==> config.mk <==
export PLATFORM = sky130hd
export DESIGN_NAME = spi_master_arbiter
export DESIGN_NICKNAME = d
export VERILOG_FILES = /design/src/rtl/spi_master_arbiter.sv
export SDC_FILE = /design/constraint.sdc
export NUM_CORES = 1
export LEC_CHECK = 0
export BUFFER_PORTS_ARGS = -buffer_cell sky130_fd_sc_hd__buf_4
export CAP_MARGIN = 0
export CORE_MARGIN = 5
export CORE_UTILIZATION = 57
export DETAILED_ROUTE_END_ITERATION = 8
export PLACE_DENSITY = 0.84
export SYNTH_ARGS = -nofsm -noshare
export SYNTH_HDL_FRONTEND = slang
export SYNTH_SLANG_ARGS = --single-unit
==> constraint.sdc <==
create_clock -name clk -period 4.15 [get_ports clk]
set_clock_uncertainty 0.05 [all_clocks]
set_input_delay 0.6225 -clock clk [delete_from_list [all_inputs] [get_ports clk]]
set_output_delay 0.6225 -clock clk [all_outputs]
set_load 0.05 [all_outputs]
==> src/rtl/spi_master_arbiter.sv <==
// Two-requester front end for a shared SPI byte engine: round-robin grant,
// chip-select setup/hold/gap sequencing and per-byte start/done handshakes.
module spi_master_arbiter #(
    parameter int unsigned CS_SETUP = 2,
    parameter int unsigned CS_HOLD  = 2,
    parameter int unsigned CS_GAP   = 4,
    parameter int unsigned TIMEOUT  = 1024
) (
    input  logic       clk,
    input  logic       btn_reset,
    input  logic       r0_valid,
    input  logic [7:0] r0_data,
    input  logic       r0_last,
    output logic       r0_ready,
    output logic       r0_rx_valid,
    input  logic       r1_valid,
    input  logic [7:0] r1_data,
    input  logic       r1_last,
    output logic       r1_ready,
    output logic       r1_rx_valid,
    output logic [7:0] rx_data,
    output logic       spi_start,
    output logic [7:0] spi_tx_data,
    input  logic       spi_done,
    input  logic [7:0] spi_rx_data,
    output logic       ss_n,
    output logic [1:0] grant,
    output logic       busy,
    output logic       abort
);

    localparam int unsigned PhaseMax = (CS_SETUP > CS_HOLD) ?
        ((CS_SETUP > CS_GAP) ? CS_SETUP : CS_GAP) :
        ((CS_HOLD > CS_GAP) ? CS_HOLD : CS_GAP);
    localparam int unsigned PW = $clog2(PhaseMax + 1);
    localparam int unsigned TW = $clog2(TIMEOUT + 1);
    localparam logic [PW-1:0] SetupEnd = PW'(CS_SETUP - 1);
    localparam logic [PW-1:0] HoldEnd  = PW'(CS_HOLD - 1);
    localparam logic [PW-1:0] GapEnd   = PW'(CS_GAP - 1);
    localparam logic [TW-1:0] TmoEnd   = TW'(TIMEOUT - 1);

    typedef enum logic [2:0] {StIdle, StSetup, StLoad, StXfer, StHold, StGap} state_e;

    state_e        state_q, state_d;
    logic          own_q, own_d;
    logic          rr_ptr_q, rr_ptr_d;
    logic          rr_seen_q, rr_seen_d;
    logic [PW-1:0] pcnt_q, pcnt_d;
    logic [TW-1:0] tcnt_q, tcnt_d;
    logic          last_q, last_d;
    logic [7:0]    tx_q, tx_d;
    logic [7:0]    rx_q, rx_d;
    logic          accept, timeout, done_hit;

    logic       ss_n_q, ss_n_d, busy_q, busy_d, start_q, start_d, abort_q, abort_d;
    logic       r0_ready_q, r0_ready_d, r1_ready_q, r1_ready_d;
    logic       r0_rxv_q, r0_rxv_d, r1_rxv_q, r1_rxv_d;
    logic [1:0] grant_q, grant_d;
    logic       in_txn;

    logic       sel_valid, sel_last;
    logic [7:0] sel_data;

    assign sel_valid = own_q ? r1_valid : r0_valid;
    assign sel_last  = own_q ? r1_last  : r0_last;
    assign sel_data  = own_q ? r1_data  : r0_data;

    always_ff @(posedge clk or negedge btn_reset) begin
        if (!btn_reset) begin
            state_q    <= StIdle;
            own_q      <= 1'b0;
            rr_ptr_q   <= 1'b0;
            rr_seen_q  <= 1'b0;
            pcnt_q     <= '0;
            tcnt_q     <= '0;
            last_q     <= 1'b0;
            tx_q       <= 8'h00;
            rx_q       <= 8'h00;
            ss_n_q     <= 1'b1;
            busy_q     <= 1'b0;
            grant_q    <= 2'b00;
            start_q    <= 1'b0;
            abort_q    <= 1'b0;
            r0_ready_q <= 1'b0;
            r1_ready_q <= 1'b0;
            r0_rxv_q   <= 1'b0;
            r1_rxv_q   <= 1'b0;
        end else begin
            state_q    <= state_d;
            own_q      <= own_d;
            rr_ptr_q   <= rr_ptr_d;
            rr_seen_q  <= rr_seen_d;
            pcnt_q     <= pcnt_d;
            tcnt_q     <= tcnt_d;
            last_q     <= last_d;
            tx_q       <= tx_d;
            rx_q       <= rx_d;
            ss_n_q     <= ss_n_d;
            busy_q     <= busy_d;
            grant_q    <= grant_d;
            start_q    <= start_d;
            abort_q    <= abort_d;
            r0_ready_q <= r0_ready_d;
            r1_ready_q <= r1_ready_d;
            r0_rxv_q   <= r0_rxv_d;
            r1_rxv_q   <= r1_rxv_d;
        end
    end

    always_comb begin
        state_d   = state_q;
        own_d     = own_q;
        rr_ptr_d  = rr_ptr_q;
        rr_seen_d = rr_seen_q;
        pcnt_d    = pcnt_q;
        tcnt_d    = tcnt_q;
        last_d    = last_q;
        tx_d      = tx_q;
        rx_d      = rx_q;
        accept    = 1'b0;
        timeout   = 1'b0;
        done_hit  = 1'b0;
        unique case (state_q)
            StIdle: begin
                if (r0_valid || r1_valid) begin
                    // Ties alternate away from the last owner; r0 wins the first tie after reset.
                    if (r0_valid && r1_valid) own_d = rr_seen_q ? ~rr_ptr_q : 1'b0;
                    else                      own_d = r1_valid;
                    rr_ptr_d  = own_d;
                    rr_seen_d = 1'b1;
                    pcnt_d    = '0;
                    state_d   = StSetup;
                end
            end
            StSetup: begin
                if (pcnt_q == SetupEnd) begin
                    pcnt_d  = '0;
                    tcnt_d  = '0;
                    state_d = StLoad;
                end else begin
                    pcnt_d = pcnt_q + 1'b1;
                end
            end
            StLoad: begin
                if (sel_valid) begin
                    accept  = 1'b1;
                    tx_d    = sel_data;
                    last_d  = sel_last;
                    state_d = StXfer;
                end else if (tcnt_q == TmoEnd) begin
                    timeout = 1'b1;
                    pcnt_d  = '0;
                    state_d = StHold;
                end else begin
                    tcnt_d = tcnt_q + 1'b1;
                end
            end
            StXfer: begin
                if (spi_done) begin
                    done_hit = 1'b1;
                    rx_d     = spi_rx_data;
                    if (last_q) begin
                        pcnt_d  = '0;
                        state_d = StHold;
                    end else begin
                        tcnt_d  = '0;
                        state_d = StLoad;
                    end
                end
            end
            StHold: begin
                if (pcnt_q == HoldEnd) begin
                    pcnt_d  = '0;
                    state_d = StGap;
                end else begin
                    pcnt_d = pcnt_q + 1'b1;
                end
            end
            StGap: begin
                if (pcnt_q == GapEnd) begin
                    pcnt_d  = '0;
                    state_d = StIdle;
                end else begin
                    pcnt_d = pcnt_q + 1'b1;
                end
            end
            default: state_d = StIdle;
        endcase
    end

    // Outputs are computed from the next state so they register alongside it.
    always_comb begin
        in_txn     = state_d inside {StSetup, StLoad, StXfer, StHold};
        ss_n_d     = ~in_txn;
        busy_d     = (state_d != StIdle);
        grant_d    = in_txn ? (own_d ? 2'b10 : 2'b01) : 2'b00;
        r0_ready_d = (state_d == StLoad) && !own_d;
        r1_ready_d = (state_d == StLoad) && own_d;
        start_d    = accept;
        abort_d    = timeout;
        r0_rxv_d   = done_hit && !own_q;
        r1_rxv_d   = done_hit && own_q;
    end

    assign r0_ready    = r0_ready_q;
    assign r1_ready    = r1_ready_q;
    assign r0_rx_valid = r0_rxv_q;
    assign r1_rx_valid = r1_rxv_q;
    assign rx_data     = rx_q;
    assign spi_start   = start_q;
    assign spi_tx_data = tx_q;
    assign ss_n        = ss_n_q;
    assign grant       = grant_q;
    assign busy        = busy_q;
    assign abort       = abort_q;

endmodule

==> run_results.csv, run 1 <==
group,metric,value,unit
logic_synthesis,synth.cell_area,0.00232,mm^2
logic_synthesis,syn_avg_cell_area,11.0,um^2
logic_synthesis,netlist.top_cell.by_area,"dfrtp_1",
cts,cts_root_buffer,"clkbuf_8",
critical_path,worstSetupPathType,"flip-flop to flip-flop",
critical_path,path_max_fanout,11,
critical_path,r2r-end,"tcnt_q[6]",
layout,synthToLayoutAreaGrowth,22.5,%
sta,fin_ws,1790,ps
logic_synthesis,synth_seq_area_share,50.8,%
sta,maxSlewViolCount,0,
floorplan,ioPinCount,57,
layout,fin_cells,317,
cts,cts_tree,"done",
critical_path,crit_path_top_delay_cell,"nor3b_2",
detailed_routing,vias_per_cell,5.50,
placed_design,gp_congestion,0.901,
grt,gr-usage-met1,27.5,%
cts,path_clk_slew,80,ps
cts,cts_sinks,47,
critical_path,worstReg2RegStart,"state_q[1]",
floorplan,dieHeight,73.7,um
power,combPwrFrac,54.6,%
floorplan,die_width,73.7,um
detailed_routing,ant_nets,0,
floorplan,fp.coreArea,0.00397,mm^2
cts,postCtsSetupRepairBufs,0,
layout,num_antenna_cells,0,
detailed_routing,drc_errors,0,
detailed_routing,routed_wl,4.76,mm
critical_path,r2r_slack,1790,ps
cts,ctsHoldBuffers,0,
logic_synthesis,synth-seq-cells,47,
critical_path,timing.critical_path.buf_inv,0,
cts,clk_path_buf_depth,2,
sta,relSlewSlack,41.9,%
layout,nets,302,
grt,grt_overflow,0,
sta,rsz0062_at_grt,"no",
logic_synthesis,synth_cell_type_count,51,
status,status,"finished, final reports clean",
power,switchingPower,1.08,mW
logic_synthesis,netlist_instances,210,
floorplan,rows,23,
detailed_routing,num_vias,1745,
logic_synthesis,synth_async_sr_flop_share,100,%
critical_path,endpoint_kind,"flip-flop",
cts,numCtsBuffers,5,
critical_path,critPathMaxStageDelay,780,ps
sta,min_period_over_period,56.8,%
logic_synthesis,yosysTopAreaCellShare,49.7,%
power,p_int,1.20,mW
sta,fin_crit,2360,ps
cts,cts_resized,0,
layout,fin_util,71.5,%
power,sw_frac_of_total,47.3,%
placed_design,io_buffers,56,
grt,grtUsageTotal,19.8,%
detailed_routing,dr.pass1.iters,4,
critical_path,crit_chain,"nor3b_2, o31ai_4, a31oi_1, a41oi_1, a31oi_1",
logic_synthesis,yosys_warnings,0,
power,power_leakage,1.34,nW
detailed_routing,wire_per_inst,15.0,um
critical_path,reg2regPathDepth,5,
grt,grt_pass1_vias,1760,
sta,setup_viol,0,
sta,worst_slew_pin_slew,867,ps
sta,final_hold_viol_count,0,
sta,fin_tns_setup,0,ps
critical_path,cp.required,4320,ps
floorplan,die-area,0.00544,mm^2
grt,grt_max_degree,48,
cts,htree_levels,2,
grt,met2_usage,30.2,%
critical_path,cp_data_arrival_time,2530,ps
flow_run,drv_cap,0,
sta,fmax,424,MHz
critical_path,start_kind,"flip-flop",
placed_design,pre_cts_ws,1810,ps
placed_design,post-place-cells,309,
logic_synthesis,synthTopCellsByArea,"dfrtp_1, mux2i_1, mux2_2",
power,power.density,806,mW/mm^2
grt,grtUsageMet3,4.79,%
layout,drive_gt1_share,33.0,%
power,clock_power_share,12.2,%
hold_path,holdCritPathClass,"input pin to asynchronous set/reset pin",
placed_design,place_hpwl,3.63,mm
sta,hold_ws,269,ps
logic_synthesis,syn_nets,246,
grt,grt_pass1_wl,8.24,mm
critical_path,critical_path.top_delay_family,"compound AO/OA/AOI/OAI gates",
cts,clk_latency,300,ps
floorplan,initial_core_util,58.3,%
grt,busiest_layer,"met2",
logic_synthesis,synthFlopType,"dfrtp_1",
power,vdd_ir_drop_max,0.000594,V
power,power_frac_seq,33.2,%
critical_path,crit_top_cell,"a31oi_1",
detailed_routing,drt_iter0_markers,87,
logic_synthesis,synth_edf_count,0,
grt,antenna_found_initial,0,
## cells in the mapped netlist (2+ instances only)
cell / number
a21oi_1: 19
a31oi_1: 6
and3_1: 3
buf_2: 3
buf_6: 3
dfrtp_1: 46
ha_1: 5
inv_1: 6
mux2_2: 9
mux2i_1: 11
nand2_1: 18
nand2b_1: 2
nand3_1: 2
nand3b_1: 3
nor2_1: 21
nor2b_1: 3
nor3_1: 4
nor3b_1: 3
o21a_1: 2
o21ai_0: 8
o21ai_2: 2
o31ai_2: 2
## cells in the final DEF, fill, tap and decap left out, drive strengths merged, types with 5 or more instances in the layout
cell type,count
nand2,19
mux2i,11
a31oi,6
clkbuf,7
dfrtp,46
inv,6
a21oi,19
o21ai,10
ha,5
nor2,21
mux2,10
buf,56
## logic make-up after synthesis
logic type / count (synthesis) / synth area share [%]
AOI/OAI and AO/OA: 51 / 15.5
adders and majority gates: 5 / 2.70
buffers and inverters: 14 / 3.40
DFF: 47 / 50.8
muxes: 21 / 9.78
and+or+nand+nor: 72 / 17.8
## per-layer routing
metal	routed length, um	vias up	share of wire [%]
met4	87	0	1.8
met5	0	-	0
met1	2000	838	42
li1	-	859	-
met3	229	8	4.8
met2	2440	40	51
## worst max-delay path by stage
stage	from	to	cells past startpoint
after floorplan	r0_valid	tcnt_q[9]	5
after global placement	state_q[1]	tcnt_q[6]	5
after detailed placement	state_q[1]	tcnt_q[6]	5
after CTS	state_q[1]	tcnt_q[6]	5
after global routing	state_q[1]	tcnt_q[6]	5
final	state_q[1]	tcnt_q[6]	5
## area by class of cell
| cell class | instances | area (um^2) |
|---|---|---|
| fill | 285 | 1130 |
| clock buffer | 7 | 86.3 |
| inverter | 7 | 26.3 |
| clock inverter | 1 | 5.00 |
| multi-input combinational | 149 | 1060 |
| tap | 50 | 62.6 |
| timing repair buffer | 56 | 420 |
| sequential | 47 | 1180 |
## flip-flops by register name, indices dropped and copies added (netlist names), 2 cells and up
name,cells
tcnt_q,11
rx_data,8
spi_tx_data,8
pcnt_q,3
state_q,3
grant,2
## power by group through the flow
stage          combinational [mW]  sequential (mW)  clock (mW)
2_1_floorplan               0.649             1.08           0
5_1_grt                      1.35            0.787       0.310
6_report                     1.25            0.759       0.279
4_1_cts                      1.26            0.759       0.289
3_5_place_dp                 1.26            0.768           0
3_3_place_gp                 1.24            0.761           0
## per-stage QoR
step,instance area (um^2),power [mW]
2_1_floorplan,2320,1.73
3_3_place_gp,2750,2.00
3_5_place_dp,2750,2.03
4_1_cts,2840,2.31
5_1_grt,2840,2.45
6_report,2840,2.29
(Power assumes the default switching activity.)
==> run 2, diff against run 1 <==
CORE_UTILIZATION = 48   (was 57)
PLACE_DENSITY = 0.76   (was 0.84)
clock period = 2.1 ns   (was 4.15 ns; I/O delays follow)
==> run_results.csv, run 2 (synthesis gave the netlist of run 1 again) <==
group,metric,value,unit
status,status,"finished, final reports clean",
critical_path,cp.required,2240,ps
detailed_routing,routed_wl,4.91,mm
detailed_routing,ant_nets,0,
power,sw_frac_of_total,46.4,%
sta,fin_tns_setup,0,ps
critical_path,path_max_fanout,5,
sta,rsz0062_at_grt,"no",
floorplan,ioPinCount,57,
cts,cts_tree,"done",
power,finalPower,4.73,mW
grt,grt_pass1_wl,8.23,mm
detailed_routing,wire_per_inst,15.0,um
sta,fin_crit,1910,ps
grt,grt_pass1_vias,1825,
layout,nets,309,
sta,worst_slew_pin_slew,578,ps
critical_path,start_kind,"flip-flop",
hold_path,holdPathStages,2,
cts,cts_sinks,47,
grt,antenna_found_initial,0,
flow_run,drv_cap,0,
cts,clk_latency,300,ps
cts,path_clk_slew,90,ps
placed_design,pre_cts_ws,208,ps
power,clock_power_share,14.1,%
layout,final_common_cell,"buf_4",
detailed_routing,vias_per_cell,5.45,
sta,min_period_over_period,91.1,%
layout,largest_reg_flops,11,
sta,fmax,523,MHz
floorplan,initial_core_util,49.4,%
layout,drive_gt1_share,34.7,%
floorplan,rows,25,
layout,num_antenna_cells,0,
layout,final_cell_mix,"buf_4, dfrtp_1, nor2_1",
detailed_routing,num_vias,1788,
detailed_routing,drc_errors,0,
floorplan,die_width,79.5,um
power,power.density,1620,mW/mm^2
power,power_leakage,1.38,nW
critical_path,reg2regPathDepth,7,
hold_path,holdCritPathClass,"input pin to flip-flop",
placed_design,io_buffers,56,
critical_path,worstReg2RegStart,"pcnt_q[0]",
floorplan,die-area,0.00631,mm^2
detailed_routing,dr.pass1.iters,4,
hold_path,holdPathEnd,"rx_data[1]",
layout,synthToLayoutAreaGrowth,26.2,%
placed_design,gp_congestion,0.857,
floorplan,dieHeight,79.5,um
layout,final.fill_count,384,
cts,htree_levels,2,
grt,grt_overflow,0,
sta,relSlewSlack,61.4,%
sta,final_hold_viol_count,0,
critical_path,r2r-end,"tcnt_q[9]",
cts,clk_path_buf_depth,2,
placed_design,place_hpwl,3.69,mm
hold_path,hp-start,"spi_rx_data[1]",
sta,maxSlewViolCount,0,
sta,setup_viol,0,
critical_path,worstSetupPathType,"flip-flop to flip-flop",
cts,numCtsBuffers,5,
cts,cts_root_buffer,"clkbuf_8",
critical_path,endpoint_kind,"flip-flop",
cts,postCtsSetupRepairBufs,0,
power,switchingPower,2.20,mW
layout,top_register,"tcnt_q",
power,combPwrFrac,54.7,%
critical_path,r2r_slack,190,ps
grt,grt_max_degree,48,
floorplan,fp.coreArea,0.00469,mm^2
layout,seq_area,0.00118,mm^2
critical_path,cp_data_arrival_time,2050,ps
layout,multi_input_area,0.00106,mm^2
sta,fin_ws,187,ps
power,vdd_ir_drop_max,0.00107,V
power,power_frac_seq,31.2,%
power,p_int,2.54,mW
grt,grtUsageTotal,16.6,%
detailed_routing,drt_iter0_markers,81,
## run 2: worst max path at each step
stage	startpoint	endpoint	slack, ps
CTS	state_q[1]	spi_tx_data[4]	170
detailed placement	pcnt_q[0]	tcnt_q[9]	210
finish	pcnt_q[0]	tcnt_q[9]	190
global route	state_q[1]	spi_tx_data[2]	7
global placement	pcnt_q[0]	tcnt_q[9]	250
floorplan	pcnt_q[0]	tcnt_q[9]	340
## run 2: worst max-delay path: stages (launching register included)
cell      delay (ps)
dfrtp_1          400
ha_1             180
ha_1             160
nor2b_1           70
o21ai_2          230
nand4_4          160
nand2b_4         200
a221o_1          340
## run 2: power by group through the flow
stage	sequential [mW]	clock [mW]	combinational (mW)
after floorplan	2.13	0	1.28
after global placement	1.48	0	2.56
after detailed placement	1.49	0	2.60
after CTS	1.48	0.690	2.61
after global routing	1.53	0.733	2.77
final	1.48	0.668	2.59
## run 2: per-stage QoR
stage,util [%],std cells,area [um^2],hold WS [ps]
after floorplan,-,210,2320,-30.6
after global placement,59.6,319,2800,302
after detailed placement,59.6,319,2800,305
after CTS,62.3,328,2920,178
after global routing,62.3,328,2920,174
final,62.3,328,2920,188
## run 2: layout make-up
class	instances	area share (%)
timing repair buffer	63	16.3
clock inverter	3	1.63
clock buffer	5	2.35
multi-input combinational	149	36.3
sequential	47	40.3
tap	54	2.31
inverter	7	0.899
## run 2: layer usage
layer | vias up | track usage, % | part of all wire (%)
met1 | 864 | 21.9 | 44
met4 | 0 | 5.50 | 1.2
met3 | 4 | 4.06 | 4.1
li1 | 873 | - | -
met5 | - | 0 | 0
met2 | 47 | 26.6 | 51
## run 2: what timing repair did
item | 4_1_cts | 5_1_grt
endpoints found under the hold margin | 46 | 0
hold buffers | 1 | 0
resized for setup | 0 | 0
==> run 3, diff against run 2 <==
CORE_MARGIN = 4   (was 5)
==> run_results.csv, run 3 (synthesis gave the netlist of run 1 again) <==
group,metric,value,unit
critical_path,worstSetupPathType,"flip-flop to flip-flop",
cts,clk_path_buf_depth,2,
detailed_routing,drt_iter0_markers,145,
detailed_routing,routed_wl,4.87,mm
cts,cts_sinks,47,
placed_design,pre_cts_ws,174,ps
detailed_routing,num_vias,1742,
critical_path,start_kind,"flip-flop",
grt,grt_pass1_vias,1782,
flow_run,drv_cap,0,
sta,rsz0062_at_grt,"no",
power,power_leakage,1.37,nW
cts,cts_root_buffer,"clkbuf_8",
grt,grt_overflow,0,
grt,grt_max_degree,48,
cts,numCtsBuffers,5,
floorplan,die_width,77.5,um
sta,final_hold_viol_count,0,
layout,final_cell_mix,"buf_4, dfrtp_1, nor2_1",
critical_path,crit_chain,"ha_1, ha_1, nor2b_1, o21ai_2, nand4_4, nand2b_4, a221o_1",
grt,grt_pass1_wl,8.38,mm
detailed_routing,vias_per_cell,5.33,
placed_design,io_buffers,56,
cts,cts_tree,"done",
sta,setup_viol,0,
layout,final_common_cell,"buf_4",
critical_path,path_max_fanout,5,
sta,relSlewSlack,62.4,%
sta,fin_tns_setup,0,ps
placed_design,place_hpwl,3.71,mm
layout,seq_area,0.00118,mm^2
floorplan,initial_core_util,49.4,%
cts,htree_levels,2,
sta,min_period_over_period,92.1,%
detailed_routing,dr.pass1.iters,4,
detailed_routing,wire_per_inst,14.9,um
sta,fin_crit,1930,ps
layout,fin_util,61.9,%
sta,fmax,517,MHz
cts,path_clk_slew,80,ps
sta,fin_ws,166,ps
critical_path,crit_path_top_delay_cell,"dfrtp_1",
layout,top_register,"tcnt_q",
critical_path,endpoint_kind,"flip-flop",
layout,drive_gt1_share,33.7,%
grt,grtUsageTotal,17.4,%
sta,hold_ws,189,ps
floorplan,fp.coreArea,0.00469,mm^2
floorplan,die-area,0.00600,mm^2
floorplan,rows,25,
power,power.density,1620,mW/mm^2
grt,antenna_found_initial,0,
layout,nets,308,
cts,clk_latency,300,ps
hold_path,holdCritPathClass,"input pin to flip-flop",
floorplan,ioPinCount,57,
layout,synthToLayoutAreaGrowth,25.4,%
layout,num_antenna_cells,0,
critical_path,crit_top_cell,"ha_1",
floorplan,dieHeight,77.5,um
placed_design,gp_congestion,0.820,
sta,worst_slew_pin_slew,563,ps
critical_path,critical_path.top_delay_family,"compound AO/OA/AOI/OAI gates",
sta,maxSlewViolCount,0,
status,status,"finished, final reports clean",
layout,final.fill_count,392,
critical_path,cp.required,2230,ps
detailed_routing,ant_nets,0,
layout,largest_reg_flops,11,
cts,postCtsSetupRepairBufs,0,
power,vdd_ir_drop_max,0.000872,V
critical_path,cp_data_arrival_time,2070,ps
layout,multi_input_area,0.00106,mm^2
detailed_routing,drc_errors,0,
critical_path,critPathMaxStageDelay,400,ps
critical_path,timing.critical_path.buf_inv,0,
-- run 3: final cells by class --
| cell class | count | share of cell area [%] |
|---|---|---|
| Tap cell | 54 | 2.33 |
| Inverter | 7 | 0.904 |
| Clock inverter | 1 | 1.03 |
| Timing Repair Buffer | 62 | 16.1 |
| Clock buffer | 7 | 2.63 |
| Sequential cell | 47 | 40.5 |
| Multi-Input combinational cell | 149 | 36.5 |
-- run 3: per-stage QoR --
step / instances / power, mW / cell area (um^2)
2_1_floorplan: 210 / 3.41 / 2320
3_3_place_gp: 318 / 4.05 / 2790
3_5_place_dp: 318 / 4.11 / 2790
4_1_cts: 327 / 4.75 / 2910
5_1_grt: 327 / 5.01 / 2910
6_report: 327 / 4.71 / 2910
-- run 3: final timing paths --
path,startpoint,to,slack [ps],cells after the start
setup / recovery,pcnt_q[0],tcnt_q[9],170,7
hold / removal,r0_valid,rr_ptr_q,190,2
setup reg to reg,pcnt_q[0],tcnt_q[9],170,7
hold reg to reg,rr_seen_q,rr_seen_q,450,1
max in group asynchronous,btn_reset,ss_n,1090,2
min in group asynchronous,btn_reset,rx_data[1],520,2
-- run 3: what timing repair did --
item                                   CTS  global route
endpoints found under the hold margin   46             0
gates resized for setup                  0             0
hold buffers                             1             0
-- run 3: per-layer routing --
layer / up-vias / global-route usage, % / wire length [um]
met5: - / 0 / 0
met4: 0 / 5.34 / 65
met3: 6 / 3.71 / 194
met2: 34 / 28.6 / 2520
met1: 832 / 23.1 / 2090
li1: 870 / - / -
-- run 3: where the power goes --
| part | total (mW) | switching [mW] | internal [mW] |
|---|---|---|---|
| sequential | 1.43 | 0.205 | 1.23 |
| combinational | 2.64 | 1.69 | 0.950 |
| clock | 0.639 | 0.283 | 0.356 |
-- run 3: worst register-to-register path: cells and delay by family, from the launching register on --
family | cells | cell delay [ps]
simple gates | 3 | 440
flops | 1 | 400
compound gates | 2 | 560
fa+ha+maj | 2 | 370
